### src/rtl/vga_box_renderer.sv
// Colour stage behind the VGA timing generator: draws a bouncing box over a background and
// re-times the syncs so colour and sync stay aligned. Define VGA_BOX_BORDER_EN for a white 1-px frame border.
module vga_box_renderer #(
    parameter int          H_ACTIVE     = 640,
    parameter int          V_ACTIVE     = 480,
    parameter int          BOX_SIZE     = 32,
    parameter int          STEP         = 2,
    parameter int          FLASH_FRAMES = 8,
    parameter logic [11:0] BG_COLOR     = 12'h008,
    parameter logic [11:0] BOX_COLOR    = 12'hF80,
    parameter logic [11:0] FLASH_COLOR  = 12'hFFF
) (
    input  logic       VGA_clk,
    input  logic       rst_n,
    input  logic       run,
    input  logic [9:0] xCount,
    input  logic [9:0] yCount,
    input  logic       displayArea,
    input  logic       hSyncIn,
    input  logic       vSyncIn,
    output logic [3:0] VGA_R,
    output logic [3:0] VGA_G,
    output logic [3:0] VGA_B,
    output logic       VGA_hSync,
    output logic       VGA_vSync,
    output logic       frameTick,
    output logic [9:0] boxX,
    output logic [9:0] boxY
);

    localparam logic [9:0]  X_MAX   = 10'(H_ACTIVE - BOX_SIZE);
    localparam logic [9:0]  Y_MAX   = 10'(V_ACTIVE - BOX_SIZE);
    localparam logic [9:0]  X_START = 10'((H_ACTIVE - BOX_SIZE) / 2);
    localparam logic [9:0]  Y_START = 10'((V_ACTIVE - BOX_SIZE) / 2);
    localparam logic [10:0] SIZE11  = 11'(BOX_SIZE);
    localparam logic [10:0] STEP11  = 11'(STEP);
    localparam logic [9:0]  STEP10  = 10'(STEP);
    localparam int          CW      = $clog2(FLASH_FRAMES) + 1;
    localparam logic [CW-1:0] FLASH_LOAD = CW'(FLASH_FRAMES - 1);

    typedef enum logic [1:0] {PAUSE, MOVE, FLASH} state_t;

    state_t        state, state_n;
    logic          dir_x, dir_y, dir_x_n, dir_y_n;   // 1 = right / down
    logic [9:0]    box_x_n, box_y_n;
    logic [CW-1:0] flash_cnt, flash_cnt_n;

    logic in_box_x, in_box_y;
    logic s1_in_box, s1_da, s1_hsync, s1_vsync;
    logic [11:0] pix_color, rgb;
    logic vsync_prev;

    // Stage 1: box hit test, compared in 11 bits so the far edge never wraps.
    assign in_box_x = ({1'b0, xCount} >= {1'b0, boxX}) && ({1'b0, xCount} < ({1'b0, boxX} + SIZE11));
    assign in_box_y = ({1'b0, yCount} >= {1'b0, boxY}) && ({1'b0, yCount} < ({1'b0, boxY} + SIZE11));

    always_ff @(posedge VGA_clk or negedge rst_n) begin
        if (!rst_n) begin
            s1_in_box <= 1'b0;
            s1_da     <= 1'b0;
            s1_hsync  <= 1'b1;
            s1_vsync  <= 1'b1;
        end else begin
            s1_in_box <= in_box_x && in_box_y;
            s1_da     <= displayArea;
            s1_hsync  <= hSyncIn;
            s1_vsync  <= vSyncIn;
        end
    end

`ifdef VGA_BOX_BORDER_EN
    logic s1_border;

    always_ff @(posedge VGA_clk or negedge rst_n) begin
        if (!rst_n) s1_border <= 1'b0;
        else        s1_border <= (xCount == 10'd0) || (xCount == 10'(H_ACTIVE - 1)) ||
                                 (yCount == 10'd0) || (yCount == 10'(V_ACTIVE - 1));
    end
`endif

    // Stage 2: colour mux; box wins over border, border over background.
    always_comb begin
        pix_color = BG_COLOR;
        if (!s1_da)         pix_color = 12'h000;
        else if (s1_in_box) pix_color = (state == FLASH) ? FLASH_COLOR : BOX_COLOR;
`ifdef VGA_BOX_BORDER_EN
        else if (s1_border) pix_color = 12'hFFF;
`endif
    end

    always_ff @(posedge VGA_clk or negedge rst_n) begin
        if (!rst_n) begin
            rgb       <= 12'h000;
            VGA_hSync <= 1'b1;
            VGA_vSync <= 1'b1;
        end else begin
            rgb       <= pix_color;
            VGA_hSync <= s1_hsync;
            VGA_vSync <= s1_vsync;
        end
    end

    assign {VGA_R, VGA_G, VGA_B} = rgb;

    // Frame tick fires the cycle after vSync falls, i.e. inside vertical blanking.
    always_ff @(posedge VGA_clk or negedge rst_n) begin
        if (!rst_n) begin
            vsync_prev <= 1'b1;
            frameTick  <= 1'b0;
        end else begin
            vsync_prev <= vSyncIn;
            frameTick  <= vsync_prev & ~vSyncIn;
        end
    end

    logic [9:0] mv_x, mv_y;
    logic       mv_dir_x, mv_dir_y, hit_x, hit_y, hit;

    always_comb begin
        mv_x     = boxX;
        mv_dir_x = dir_x;
        hit_x    = 1'b0;
        if (dir_x) begin
            if (({1'b0, boxX} + STEP11) >= {1'b0, X_MAX}) begin
                mv_x = X_MAX; mv_dir_x = 1'b0; hit_x = 1'b1;
            end else begin
                mv_x = boxX + STEP10;
            end
        end else begin
            if ({1'b0, boxX} <= STEP11) begin
                mv_x = 10'd0; mv_dir_x = 1'b1; hit_x = 1'b1;
            end else begin
                mv_x = boxX - STEP10;
            end
        end
    end

    always_comb begin
        mv_y     = boxY;
        mv_dir_y = dir_y;
        hit_y    = 1'b0;
        if (dir_y) begin
            if (({1'b0, boxY} + STEP11) >= {1'b0, Y_MAX}) begin
                mv_y = Y_MAX; mv_dir_y = 1'b0; hit_y = 1'b1;
            end else begin
                mv_y = boxY + STEP10;
            end
        end else begin
            if ({1'b0, boxY} <= STEP11) begin
                mv_y = 10'd0; mv_dir_y = 1'b1; hit_y = 1'b1;
            end else begin
                mv_y = boxY - STEP10;
            end
        end
    end

    // A corner bounce flips both axes but is still a single flash event.
    assign hit = hit_x | hit_y;

    // Every state moves the box on a tick exactly when run is high.
    always_comb begin
        state_n     = state;
        box_x_n     = boxX;
        box_y_n     = boxY;
        dir_x_n     = dir_x;
        dir_y_n     = dir_y;
        flash_cnt_n = flash_cnt;
        if (frameTick) begin
            if (run) begin
                box_x_n = mv_x;
                box_y_n = mv_y;
                dir_x_n = mv_dir_x;
                dir_y_n = mv_dir_y;
            end
            unique case (state)
                PAUSE: begin
                    if (run) state_n = MOVE;
                end
                MOVE: begin
                    if (!run) begin
                        state_n = PAUSE;
                    end else if (hit) begin
                        state_n     = FLASH;
                        flash_cnt_n = FLASH_LOAD;
                    end
                end
                FLASH: begin
                    if (!run) begin
                        state_n     = PAUSE;
                        flash_cnt_n = '0;
                    end else if (hit) begin
                        flash_cnt_n = FLASH_LOAD;
                    end else if (flash_cnt == '0) begin
                        state_n = MOVE;
                    end else begin
                        flash_cnt_n = flash_cnt - 1'b1;
                    end
                end
                default: begin
                    state_n     = PAUSE;
                    flash_cnt_n = '0;
                end
            endcase
        end
    end

    always_ff @(posedge VGA_clk or negedge rst_n) begin
        if (!rst_n) begin
            state     <= PAUSE;
            boxX      <= X_START;
            boxY      <= Y_START;
            dir_x     <= 1'b1;
            dir_y     <= 1'b1;
            flash_cnt <= '0;
        end else begin
            state     <= state_n;
            boxX      <= box_x_n;
            boxY      <= box_y_n;
            dir_x     <= dir_x_n;
            dir_y     <= dir_y_n;
            flash_cnt <= flash_cnt_n;
        end
    end

endmodule
### config.mk
export PLATFORM = sky130hd
export DESIGN_NAME = vga_box_renderer
export DESIGN_NICKNAME = d
export VERILOG_FILES = /design/src/rtl/vga_box_renderer.sv
export SDC_FILE = /design/constraint.sdc
export NUM_CORES = 1
export LEC_CHECK = 0
export BUFFER_PORTS_ARGS = -buffer_cell sky130_fd_sc_hd__buf_2
export CAP_MARGIN = 20
export CORE_MARGIN = 2
export CORE_UTILIZATION = 45
export CTS_CLUSTER_SIZE = 24
export DETAILED_ROUTE_END_ITERATION = 16
export GPL_ROUTABILITY_DRIVEN = 0
export PLACE_DENSITY = 0.72
export SYNTH_ARGS = -nofsm -noshare
export SYNTH_HDL_FRONTEND = slang
export SYNTH_SLANG_ARGS = --single-unit
### constraint.sdc
create_clock -name VGA_clk -period 2.5 [get_ports VGA_clk]
set_input_delay 0.375 -clock VGA_clk [delete_from_list [all_inputs] [get_ports VGA_clk]]
set_output_delay 0.375 -clock VGA_clk [all_outputs]
set_load 0.005 [all_outputs]
**After elaboration in Yosys (flattened, before gate mapping)**

Cells that the tools add are included.

- Add/subtract/negate cells: 9
- $lt $le $gt $ge: 8
- Equality and inequality tests: 9
- Mux-type cells: 32
- Bitwise operators: 4
- Reduce and logical (&&, ||, !) cells: 8

Operator list:

| cell | number |
|---|---|
| $mux 10 | 6 |
| $mux 12 | 2 |
| $add 10x2->11 const B | 2 |
| $add 10x6->11 const B | 2 |
| $lt 10x11->1 | 2 |
| $add 10x2->10 const B | 2 |
| $ge 10x10->1 | 2 |
| $le 10x2->1 const B | 2 |
| $mux 4 | 5 |
| $sub 10x2->10 const B | 2 |
| $mux 2 | 6 |
| $pmux 4 s3 | 1 |
| $ge 11x10->1 const B | 1 |
| $ge 11x9->1 const B | 1 |
| $mux 1 | 10 |
| $reduce_and 5->1 | 2 |
| $mux 7 | 1 |
| $ne 2x2->1 const B | 3 |
| $ne 3x3->1 const B | 2 |
| $pmux 2 s3 | 1 |
| $logic_not 4->1 | 1 |
| $ne 4x4->1 const B | 1 |
| $sub 4x1->4 const B | 1 |
| $logic_and 1x1->1 | 3 |
| other kinds (8) | 9 |

- Bits in registers: 47
- Input port bits: 26
- Output and inout bits: 35
- Word-level logic and storage cells: 84

**Depth between registers and ports, before layout**

- Depth after elaboration: 8
- Gate-level depth with buffers: 11
- Mapped depth without buffers: 10

**Worst setup path before layout**

No wires, ideal clock.

- Path type: register to register
- From: reg boxY[5]
- To: reg flash_cnt[0]
- Library setup time: 125 ps
- Arrival time: 2538 ps
- Required time: 2375 ps
- Path slack: -163 ps
- Stages on the path, launching flop included: 12
- Buffers on the path: 1
- Clock period less this slack: 2663 ps
- Cell sequence: dfstp_2 -> buf_2 -> inv_1 -> ha_1 -> and2_1 -> o211ai_1 -> and2_1 -> a21oi_2 -> a211oi_4 -> and2b_4 -> a21oi_1 -> mux2_2

- Cells in the longest elaborated chain, start to end: 8
- Elaborated cells between the ends (all ways): 13
- Classes of those cells: 1 x add/sub; 2 x order compare; 2 x eq/ne; 6 x mux; 1 x bitwise; 1 x reduce/logical

RTL lines:

| element | RTL line | text |
|---|---|---|
| start, declared | 28 | `output logic [9:0] boxY` |
| start signal, assigned | 218 | `boxY <= box_y_n;` |
| $add 10x2->11 | 143 | `if (({1'b0, boxY} + STEP11) >= {1'b0, Y_MAX}) begin` |
| $ge 11x9->1 | 143 |  |
| $mux 1 | 143 |  |
| $mux 1 (*) | 142 | `if (dir_y) begin` |
| $or 1x1->1 (*) | 158 | `assign hit = hit_x \| hit_y;` |
| $mux 4 | 191 | `end else if (hit) begin` |
| $mux 4 | 188 | `if (!run) begin` |
| $pmux 4 s3 | 175 | `unique case (state)` |
| end signal, assigned | 221 | `flash_cnt <= flash_cnt_n;` |
| end, declared | 46 | `logic [CW-1:0] flash_cnt, flash_cnt_n;` |

Every way passes the cells marked *; elsewhere a longest branch is shown, timed or not.
A chain may end at the register's enable or synchronous reset.

**Worst setup path after layout**

- From: reg boxX[5]
- To: reg flash_cnt[1]

- Cells in the longest elaborated chain, start to end: 8
- Elaborated cells between the ends (all ways): 13
- Classes of those cells: 1 x add/sub; 2 x order compare; 2 x eq/ne; 6 x mux; 1 x bitwise; 1 x reduce/logical

RTL lines:

| element | RTL line | text |
|---|---|---|
| start, declared | 27 | `output logic [9:0] boxX,` |
| start signal, assigned | 217 | `boxX <= box_x_n;` |
| $add 10x2->11 | 124 | `if (({1'b0, boxX} + STEP11) >= {1'b0, X_MAX}) begin` |
| $ge 11x10->1 | 124 |  |
| $mux 1 | 124 |  |
| $mux 1 (*) | 123 | `if (dir_x) begin` |
| $or 1x1->1 (*) | 158 |  |
| $mux 4 | 191 |  |
| $mux 4 | 188 |  |
| $pmux 4 s3 | 175 |  |

Marked as above.

==> results.txt <==
The fraction of power consumed by sequential logic is 23.6%. Walking the worst path, the cells encountered are inv_2, or4_4, a22oi_2, o22ai_4, a211oi_4, and2b_4, a21oi_2, mux2_4. The slowest cell on the critical path is sky130_fd_sc_hd__dfstp_2. The repair_antennas step left the layout with diodes totalling 0. The H-tree depth is 2. The gate family responsible for the most delay along the worst path is simple AND/OR/NAND/NOR gates. The fraction of power consumed by combinational cells came out at 65.0%. The highest cell delay on the worst timing path is 0.61 ns. In the synthesized netlist the async set-or-reset flop fraction comes to 100%. The final cycle utilization of the critical path came out at 99.8%. The post-synthesis sequential element count is 36.

The number of max-cap violations came out at 0. The endpoint kind of the worst setup timing path is a flip-flop. For this design the ratio of total power to cell area is 1110 nW/um^2. The initial core utilization is 46.2%. Using the TritonRoute via totals, the vias-per-cell ratio works out to 5.71. Across all hold checks on the routed design, the worst slack comes to 0.177 ns. After detailed routing, the average wire length per cell comes to 14.9 um. During I/O placement, the number of pins put on the boundary was 61.

The part of the Yosys area used for sequential elements came out at 27.6%. The layout cell share with drive strength beyond 1 came out at 35.8%. The cell count after placement came out at 553. Counting cells, the worst reg-to-reg path comes to 8. The area of the die came out at 8070 um^2. The number of placement rows is 31. Summed over all cells, the static leakage comes to 0.00188 uW. After detailed routing, the number of remaining DRC violations is 0.

The setup TNS after final layout came out at 0 ns. The total area inside the core boundary comes to 7180 um^2. The chip height is 89.8 um. The nature of the critical path startpoint is a flip-flop. The final number of hold-violating endpoints is 0. After the first detailed-routing iteration, the DRC count stood at 186. Setup repair after global routing could not meet its margin everywhere. The worst register-to-register path begins at boxX[5].

In the synthesized netlist the dominant register cell turns out to be sky130_fd_sc_hd__dfrtp_1. The power spent charging and discharging nets is 2120 uW. The final count of pins violating max slew is 0. The net switching fraction of the power is 46.2%. For this run, the number of Yosys warnings is 0. The worst pin sits at a relative slew slack of 43.7%. The endpoint of the lowest-slack register-to-register path is flash_cnt[1]. The critical path data required time came out at 2.67 ns. The peak supply drop came out at 0.000551 V. In the global route stage, met3 resource usage came out at 2.93%. In the final design database the tool counted 537 nets.

Data on the critical path arrives at its endpoint at 2.67 ns. The worst path needs 2.50 ns of the cycle, external delays included. The via count of the first global-routing pass is 3190. The average cell area after synthesis is 8.54 um^2.

The overall overflow remaining after global route is 0. The met2 demand-to-capacity share in global routing is 38.3%. In the synthesized netlist, the number of instances is 388. TritonCTS built the clock tree. Along the worst path, the maximum fanout reaches 6. The critical path in this run is classified as reg2reg.

The area growth from synthesis to final layout is 25.0%. The final setup skew came out at 0.0130 ns. TritonCTS created 5 clock buffers. CTS saw 36 sinks. In this run the tool buffered the top-level ports with 56 buffer cells. The maximum number of pins on one net before global-route repair came out at 37.

The initial antenna violation count is 0. The worst hold path belongs to the class in2async. The setup slack of the critical path after layout came out at 0.00481 ns.

The count of filler cells inserted in the layout is 626. The root buffer cell chosen for the clock tree is sky130_fd_sc_hd__clkbuf_8. The maximum root-to-sink buffer count came out at 2. The final design area excluding fillers is 4140 um^2.

The buffers plus inverters on the worst setup path is 1. The all-layer global routing usage came out at 21.1%. Internal power comes to 2480 uW. The via count of the routed design came out at 3231. The setup slack after placement came out at -0.0294 ns. In the layout the commonest cells are sky130_fd_sc_hd__buf_2 (56), sky130_fd_sc_hd__ha_1 (43), sky130_fd_sc_hd__buf_4 (43), sky130_fd_sc_hd__inv_1 (30), sky130_fd_sc_hd__a21oi_1 (25).

The setup slack on the worst flop-to-flop path came out at 0.005 ns. The slew at the pin with the worst max-slew slack came out at 0.844 ns. The library cell used most frequently in the layout, excluding fill and tap cells, is sky130_fd_sc_hd__buf_2. The number of distinct library cells after synthesis is 65. The routed wire length is 8460 um. Detailed placement ended at an HPWL of 6280 um. The layer with the highest usage after global routing is met2. The placement-stage cell area is 3890 um^2.

The clock slew seen by the registers of the worst setup and hold paths came out at 0.08 ns. Counting flops with a built-in enable in the synthesized netlist gives 0. The mapped netlist covers 3310 um^2. The run finished with clean final reports.

The final non-filler cell total came out at 566. The wire length of the first global-routing pass came out at 14400 um. The horizontal die dimension came out at 89.8 um. In this run the remaining antenna-violating nets after routing total 0. Setup violations remaining at the end of the flow were counted as 0. The clock group share of total power came out at 11.4%. The clock latency at the later pin of the worst-skew pair is 0.30 ns. The met1 usage is 26.3%. The maximum operating frequency came out at 401 MHz. The first-pass iteration count of the detailed router is 6.
## power groups by stage
stage / sequential (uW) / clock (uW) / combinational [uW]
after global placement: 1070 / 0 / 2630
after detailed placement: 1070 / 0 / 2730
after floorplan: 1030 / 0 / 1870
final: 1090 / 523 / 2990
after CTS: 1070 / 538 / 2830
after global routing: 1120 / 557 / 3340
## sequential cells by signal (all words and copies together) (netlist names)
register,count
s1_da,1
vsync_prev,1
s1_in_box,1
rgb,3
boxX,9
s1_hsync,1
VGA_hSync,1
state,2
frameTick,1
boxY,9
flash_cnt,4
dir_y,1
dir_x,1
VGA_vSync,1
## worst register-to-register path, stage by stage (launching register included)
cell	delay, ns
sky130_fd_sc_hd__dfstp_2	0.61
sky130_fd_sc_hd__inv_2	0.05
sky130_fd_sc_hd__or4_4	0.51
sky130_fd_sc_hd__a22oi_2	0.22
sky130_fd_sc_hd__o22ai_4	0.14
sky130_fd_sc_hd__a211oi_4	0.31
sky130_fd_sc_hd__and2b_4	0.23
sky130_fd_sc_hd__a21oi_2	0.05
sky130_fd_sc_hd__mux2_4	0.25
## Yosys cell counts, types with 5 or more instances
cell type / instances / area share [%]
sky130_fd_sc_hd__clkbuf_1: 9 / 1.0
sky130_fd_sc_hd__and2_1: 6 / 1.1
sky130_fd_sc_hd__nor4_1: 5 / 0.94
sky130_fd_sc_hd__a21oi_1: 33 / 5.0
sky130_fd_sc_hd__o21a_1: 5 / 1.1
sky130_fd_sc_hd__dfrtp_1: 24 / 18
sky130_fd_sc_hd__nor2_1: 16 / 1.8
sky130_fd_sc_hd__o21ai_0: 25 / 3.8
sky130_fd_sc_hd__xnor2_1: 8 / 2.1
sky130_fd_sc_hd__inv_1: 33 / 3.7
sky130_fd_sc_hd__nand3_1: 12 / 1.8
sky130_fd_sc_hd__nor3_1: 17 / 2.6
sky130_fd_sc_hd__buf_2: 5 / 0.75
sky130_fd_sc_hd__o211ai_1: 7 / 1.6
sky130_fd_sc_hd__nand2_1: 23 / 2.6
sky130_fd_sc_hd__and3_1: 5 / 0.94
sky130_fd_sc_hd__o22ai_1: 5 / 0.94
sky130_fd_sc_hd__ha_1: 45 / 17
sky130_fd_sc_hd__dfstp_2: 12 / 9.5
sky130_fd_sc_hd__buf_4: 15 / 3.4
## final cells by class
class	count	area, um^2	share of cell area (%)
Multi-Input combinational cell	288	2240	54.1
Sequential cell	36	920	22.2
Clock buffer	6	72.6	1.75
Tap cell	99	124	2.99
Inverter	35	134	3.23
Timing Repair Buffer	100	614	14.8
Clock inverter	2	35.0	0.846
## per-layer routing
layer / wire (um) / up-vias
met5: 0 / -
met3: 534 / 14
li1: - / 1563
met4: 90 / 0
met2: 4260 / 150
met1: 3570 / 1504
## through the flow
stage               utilization, %  total power (uW)
floorplan                        -              2890
detailed placement            54.2              3800
global route                  57.7              5020
global placement              54.2              3700
finish                        57.7              4600
CTS                           56.4              4440
## cell families after synthesis
logic type,count (synthesis),synth area share (%)
adder cells (fa/ha/maj),45,17.0
other,1,0.113
AND/OR/NAND/NOR,105,16.3
flip-flops,36,27.6
multiplexers,4,1.28
buffers and inverters,65,9.29
XOR/XNOR,8,2.11
AO/OA/AOI/OAI,124,26.2
## worst max-delay path by stage
stage                       startpoint      endpoint  slack, ns  cells past startpoint
after floorplan                boxY[5]  flash_cnt[0]      -0.05                     11
after detailed placement       boxY[5]  flash_cnt[2]      -0.03                      9
after global routing      flash_cnt[0]  flash_cnt[1]      -0.10                      8
final                          boxX[5]  flash_cnt[1]      0.005                      8
after CTS                      boxX[5]  flash_cnt[1]       0.01                      8
after global placement         boxX[5]  flash_cnt[1]     -0.007                      7
## what timing repair did
item | CTS | global route
endpoints found under the hold margin | 0 | 0
setup endpoints to repair | 8 | 12
gates resized for setup | 8 | 20
pin swaps | 5 | 13
buffers inserted | 2 | 3
hold buffers | 0 | 0
(Power assumes the default switching activity.)
